## config.mk

```make
export PLATFORM = sky130hd
export DESIGN_NAME = pc_sequencer
export DESIGN_NICKNAME = d
export VERILOG_FILES = /design/src/rtl/pc_sequencer.sv
export SDC_FILE = /design/constraint.sdc
export NUM_CORES = 1
export LEC_CHECK = 0
export CORE_MARGIN = 1
export CORE_UTILIZATION = 52
export CTS_CLUSTER_SIZE = 40
export DETAILED_ROUTE_END_ITERATION = 12
export GPL_TIMING_DRIVEN = 0
export PLACE_DENSITY = 0.8
export SETUP_SLACK_MARGIN = 0.4
export SLEW_MARGIN = 30
export SYNTH_ARGS = -nofsm -noshare
export SYNTH_HDL_FRONTEND = slang
export SYNTH_SLANG_ARGS = --single-unit
export TNS_END_PERCENT = 20
```

## constraint.sdc

```tcl
create_clock -name clk -period 5.33 [get_ports clk]
set_clock_uncertainty 0.05 [all_clocks]
set_input_delay 0.7995 -clock clk [delete_from_list [all_inputs] [get_ports clk]]
set_output_delay 0.7995 -clock clk [all_outputs]
set_load 0.02 [all_outputs]
```

## src/rtl/pc_sequencer.sv

```systemverilog
// pc_sequencer: fetch-stage next-PC selection with EPC and a circular return-address stack.
// Optional misaligned-redirect trap enabled by defining PC_ALIGN_CHECK_EN.
module pc_sequencer #(
    parameter int          XLEN         = 32,
    parameter logic [31:0] RESET_VECTOR = 32'h00400000,
    parameter logic [31:0] EXC_VECTOR   = 32'h80000180,
    parameter int          INSTR_BYTES  = 4,
    parameter int          RAS_DEPTH    = 4
) (
    input  logic                       clk,
    input  logic                       reset,
    input  logic                       stall,
    input  logic                       redirect_valid,
    input  logic [XLEN-1:0]            redirect_target,
    input  logic                       exc_valid,
    input  logic [XLEN-1:0]            exc_pc,
    input  logic                       eret,
    input  logic                       call_valid,
    input  logic                       ret_valid,
    output logic [XLEN-1:0]            pc,
    output logic [XLEN-1:0]            pc_plus,
    output logic [XLEN-1:0]            epc,
    output logic                       in_exc,
    output logic [$clog2(RAS_DEPTH):0] ras_count,
    output logic                       ras_empty,
    output logic                       misalign
);
    localparam int PW = $clog2(RAS_DEPTH);
    localparam int CW = PW + 1;

    logic [XLEN-1:0] r_pc, r_epc;
    logic [XLEN-1:0] r_ras [RAS_DEPTH];
    logic [PW-1:0]   r_ptr;
    logic [CW-1:0]   r_count;
    logic            r_in_exc, r_mis;
    logic            w_mis;
    logic [PW-1:0]   w_top_idx;

`ifdef PC_ALIGN_CHECK_EN
    localparam int AW = $clog2(INSTR_BYTES);
    assign w_mis = redirect_valid && |redirect_target[AW-1:0];
`else
    assign w_mis = 1'b0;
`endif

    assign pc_plus   = r_pc + XLEN'(INSTR_BYTES);
    assign w_top_idx = r_ptr - PW'(1);
    assign pc        = r_pc;
    assign epc       = r_epc;
    assign in_exc    = r_in_exc;
    assign ras_count = r_count;
    assign ras_empty = r_count == '0;
    assign misalign  = r_mis;

    always_ff @(posedge clk) begin
        if (reset) begin
            r_pc     <= XLEN'(RESET_VECTOR);
            r_epc    <= '0;
            r_in_exc <= 1'b0;
            r_ptr    <= '0;
            r_count  <= '0;
            r_mis    <= 1'b0;
        end else begin
            r_mis <= 1'b0;
            if (exc_valid) begin
                r_pc     <= XLEN'(EXC_VECTOR);
                r_epc    <= exc_pc;
                r_in_exc <= 1'b1;
            end else if (w_mis) begin
                r_pc     <= XLEN'(EXC_VECTOR);
                r_epc    <= redirect_target;
                r_in_exc <= 1'b1;
                r_mis    <= 1'b1;
            end else if (eret) begin
                r_pc     <= r_epc;
                r_in_exc <= 1'b0;
            end else if (redirect_valid) begin
                r_pc <= redirect_target;
            end else if (!stall) begin
                if (ret_valid && r_count != '0) begin
                    r_pc <= r_ras[w_top_idx];
                    // call+ret swaps the top entry in place instead of pop-then-push
                    if (call_valid) begin
                        r_ras[w_top_idx] <= pc_plus;
                    end else begin
                        r_ptr   <= w_top_idx;
                        r_count <= r_count - CW'(1);
                    end
                end else begin
                    r_pc <= pc_plus;
                    if (call_valid) begin
                        r_ras[r_ptr] <= pc_plus;
                        r_ptr        <= r_ptr + PW'(1);
                        r_count      <= (r_count == CW'(RAS_DEPTH)) ? r_count : r_count + CW'(1);
                    end
                end
            end
        end
    end
endmodule

```

==> impl_metrics.json <==
{
  "switching_power_uw": 841,
  "critPathMaxFanout": 8,
  "cp.required_ps": 4480,
  "antenna_found_initial": 0,
  "powerDensity_nw_per_um2": 282,
  "grt_pass1_wl_mm": 40.3,
  "cts_max_path_buffers": 2,
  "max_cap_violations": 0,
  "ys_ff_latch": 198,
  "cts-resized-gates": 0,
  "p_total_uw": 3280,
  "timing.rr.end": "r_ras[0][28]$_DFFE_PP_",
  "timing.final.crit_period_ps": 4440,
  "grt_pass1_vias": 6794,
  "final_layout_size_suffix_gt1_frac": 0.115,
  "synthMuxAreaShare": 0.119,
  "yosysUniqueCellTypes": 64,
  "layout_setup_ws_ps": 890,
  "post-cts-setup-buffer-count": 0,
  "p_leak_uw": 0.00399,
  "start_util": 0.536,
  "syn-instance-count": 714,
  "synthToLayoutAreaGrowth_pct": 30.6,
  "clkSinkCount": 198,
  "synth_xor_area_frac": 0.0295,
  "layout.cells.non_filler": 1148,
  "cp-start-kind": "flop",
  "ys.flop_type": "edfxtp_1",
  "vias_per_cell": 6.27,
  "syn_avg_cell_area_sq_um": 12.5,
  "synth_edf_count": 128,
  "ys.warnings.count": 0,
  "cts_max_level": 4,
  "worst_pin_slew_ps": 938,
  "num_antenna_cells": 0,
  "vdd_drop_max_uv": 228,
  "tritoncts.num_buffers": 17,
  "yosysTopAreaCellShare": 0.431,
  "synth-compound-area-share": 0.0980,
  "grt_max_degree": 19,
  "postCtsHoldBufs": 0,
  "syn-num-nets": 791,
  "clk_latency_ps": 440,
  "rsz0062_at_grt": "false",
  "p_clk_frac": 0.367,
  "dp_hpwl_mm": 19.4,
  "timing.rr.start": "ras_count[0]$_SDFFE_PP0P_",
  "fin_crit_sh": 0.833,
  "die_w_microns": 133,
  "rrSetupSlack_ps": 1290,
  "routabilityCongestion": 0.909,
  "grt_usage": 0.312,
  "drt_iter0_drc": 717,
  "synth_area_leaders": "edfxtp_1 43%, dfxtp_1 16%, mux4_2 8.1%",
  "pwr-share-seq": 0.516,
  "numPortBuffers": 171,
  "synth_top_family_by_area": "simple AND/OR/NAND/NOR gates",
  "synth_top_area_cell": "edfxtp_1",
  "first_pass_iters": 6,
  "dp_cells": 1116,
  "worstPathArrival_ps": 3590,
  "hold_viol_final": 0,
  "cts_tree": "built",
  "maxSlewHeadroom": 0.371,
  "fmax_ghz": 0.225,
  "synth_area_sq_um": 8910,
  "place_worst_setup_slack_ps": 632,
  "crit_end": "pc_plus[22]",
  "reg2regPathDepth": 9,
  "wl_per_cell_microns": 23.6,
  "holdPathStages": 2,
  "rows": 47,
  "cts-root-buf": "clkbuf_16",
  "final_util": 0.699,
  "core_sq_um": 16600,
  "grt-ovfl-total": 0,
  "crit_type": "reg -> out",
  "outcome": "complete, no violations",
  "hp-class": "reg -> reg",
  "clk_pin_slew_ps": 70,
  "synthAdderAreaFrac": 0.00786,
  "dieArea_sq_um": 17700,
  "finalWirelength_mm": 27.1,
  "ant_nets": 0,
  "nets": 992,
  "p_int_uw": 2440,
  "async_flop_share": 0,
  "die_h_microns": 133,
  "maxSlewViolCount": 0,
  "p_sw_frac": 0.256,
  "drc": 0,
  "combPwrFrac": 0.117,
  "final-setup-viol-count": 0,
  "synth-simple-area-share": 0.126,
  "ys_seq_area_frac": 0.589,
  "critical_path.startpoint": "pc[2]$_SDFFE_PP0P_",
  "worst_setup_path_end_kind": "output port",
  "pin_count": 174,
  "vias": 7193
}
## metal layers
layer / share of wire / vias up / GRT usage
met5: 0 / - / 0
met4: 0.040 / 0 / 0.141
met3: 0.099 / 78 / 0.0579
met2: 0.48 / 479 / 0.498
met1: 0.38 / 3509 / 0.415
li1: - / 3127 / -
## worst min-delay path by stage
| stage | startpoint | slack (ps) | end |
|---|---|---|---|
| global placement | epc[31]$_SDFFE_PP0P_ | 450 | epc[31]$_SDFFE_PP0P_ |
| global route | epc[4]$_SDFFE_PP0P_ | 500 | epc[4]$_SDFFE_PP0P_ |
| finish | epc[4]$_SDFFE_PP0P_ | 480 | epc[4]$_SDFFE_PP0P_ |
| CTS | epc[4]$_SDFFE_PP0P_ | 480 | epc[4]$_SDFFE_PP0P_ |
| detailed placement | epc[4]$_SDFFE_PP0P_ | 460 | epc[4]$_SDFFE_PP0P_ |
| floorplan | flop | 530 | flop |
## logic make-up after synthesis
group,after synthesis
AND/OR/NAND/NOR,224
flip-flops,198
AO/OA/AOI/OAI,124
multiplexers,66
buffers and inverters,66
XOR/XNOR,30
adder cells (fa/ha/maj),5
other,1
## power by group through the flow
stage	combinational (uW)	clock (uW)	sequential, uW
6_report	383	1200	1690
5_1_grt	401	1270	1700
4_1_cts	379	1210	1690
3_5_place_dp	376	0	1730
3_3_place_gp	369	0	1730
2_1_floorplan	155	0	1750
## synth_stat cells, types with 8 or more instances
master and instances:
edfxtp_1 128, nor2_1 71, dfxtp_1 70, nand2_1 53, mux2i_1 32, mux4_2 32, clkbuf_1 29, a21oi_1 25
nor3_1 23, o21ai_0 22, xnor2_1 21, inv_1 18, nand3_1 18, a221oi_1 13, o21a_1 9, xor2_1 9
a311oi_1 8, a31oi_1 8, buf_2 8, nand4_1 8, o22ai_1 8
## cell usage in the layout, fill, tap and decap left out, types with 9 or more instances in the layout
cell,n
a21oi_1,25
a221oi_1,13
clkbuf_1,29
clkbuf_16,17
clkdlybuf4s50_1,171
dfxtp_1,70
edfxtp_1,128
inv_1,18
mux2i_1,32
mux4_2,32
nand2_1,53
nand3_1,18
nor2_1,69
nor3_1,22
o21a_1,9
o21ai_0,22
xnor2_1,21
xor2_1,9
## state kept, by name, summed over array words and instances, names as in the netlist, named ones only
register	cells
epc	32
r_ras	128
ras_count	3
in_exc	1
pc	30
r_ptr	2
## metrics by stage
| stage | hold slack [ps] | TNS [ps] | area, sq um |
|---|---|---|---|
| 2_1_floorplan | 526 | 0 | 8920 |
| 3_3_place_gp | 450 | -132040 | 10900 |
| 3_5_place_dp | 462 | 0 | 11100 |
| 4_1_cts | 481 | 0 | 11600 |
| 5_1_grt | 498 | 0 | 11600 |
| 6_report | 475 | 0 | 11600 |
## worst max-delay path: stages, from the launching register on
cell,delay (ps)
dfxtp_1,510
ha_1,260
nand3_1,370
or4_4,600
nor4_2,200
xor2_1,470
clkdlybuf4s50_1,740
## layout make-up
cell class	count	area (sq um)
Sequential cell	198	5250
Fill cell	1192	5000
Buffer	48	208
Inverter	18	67.6
Clock buffer	18	429
Tap cell	220	275
Multi-Input combinational cell	450	3420
Clock inverter	14	113
Timing Repair Buffer	182	1880
No activity file was read; power rests on OpenSTA's default activity.
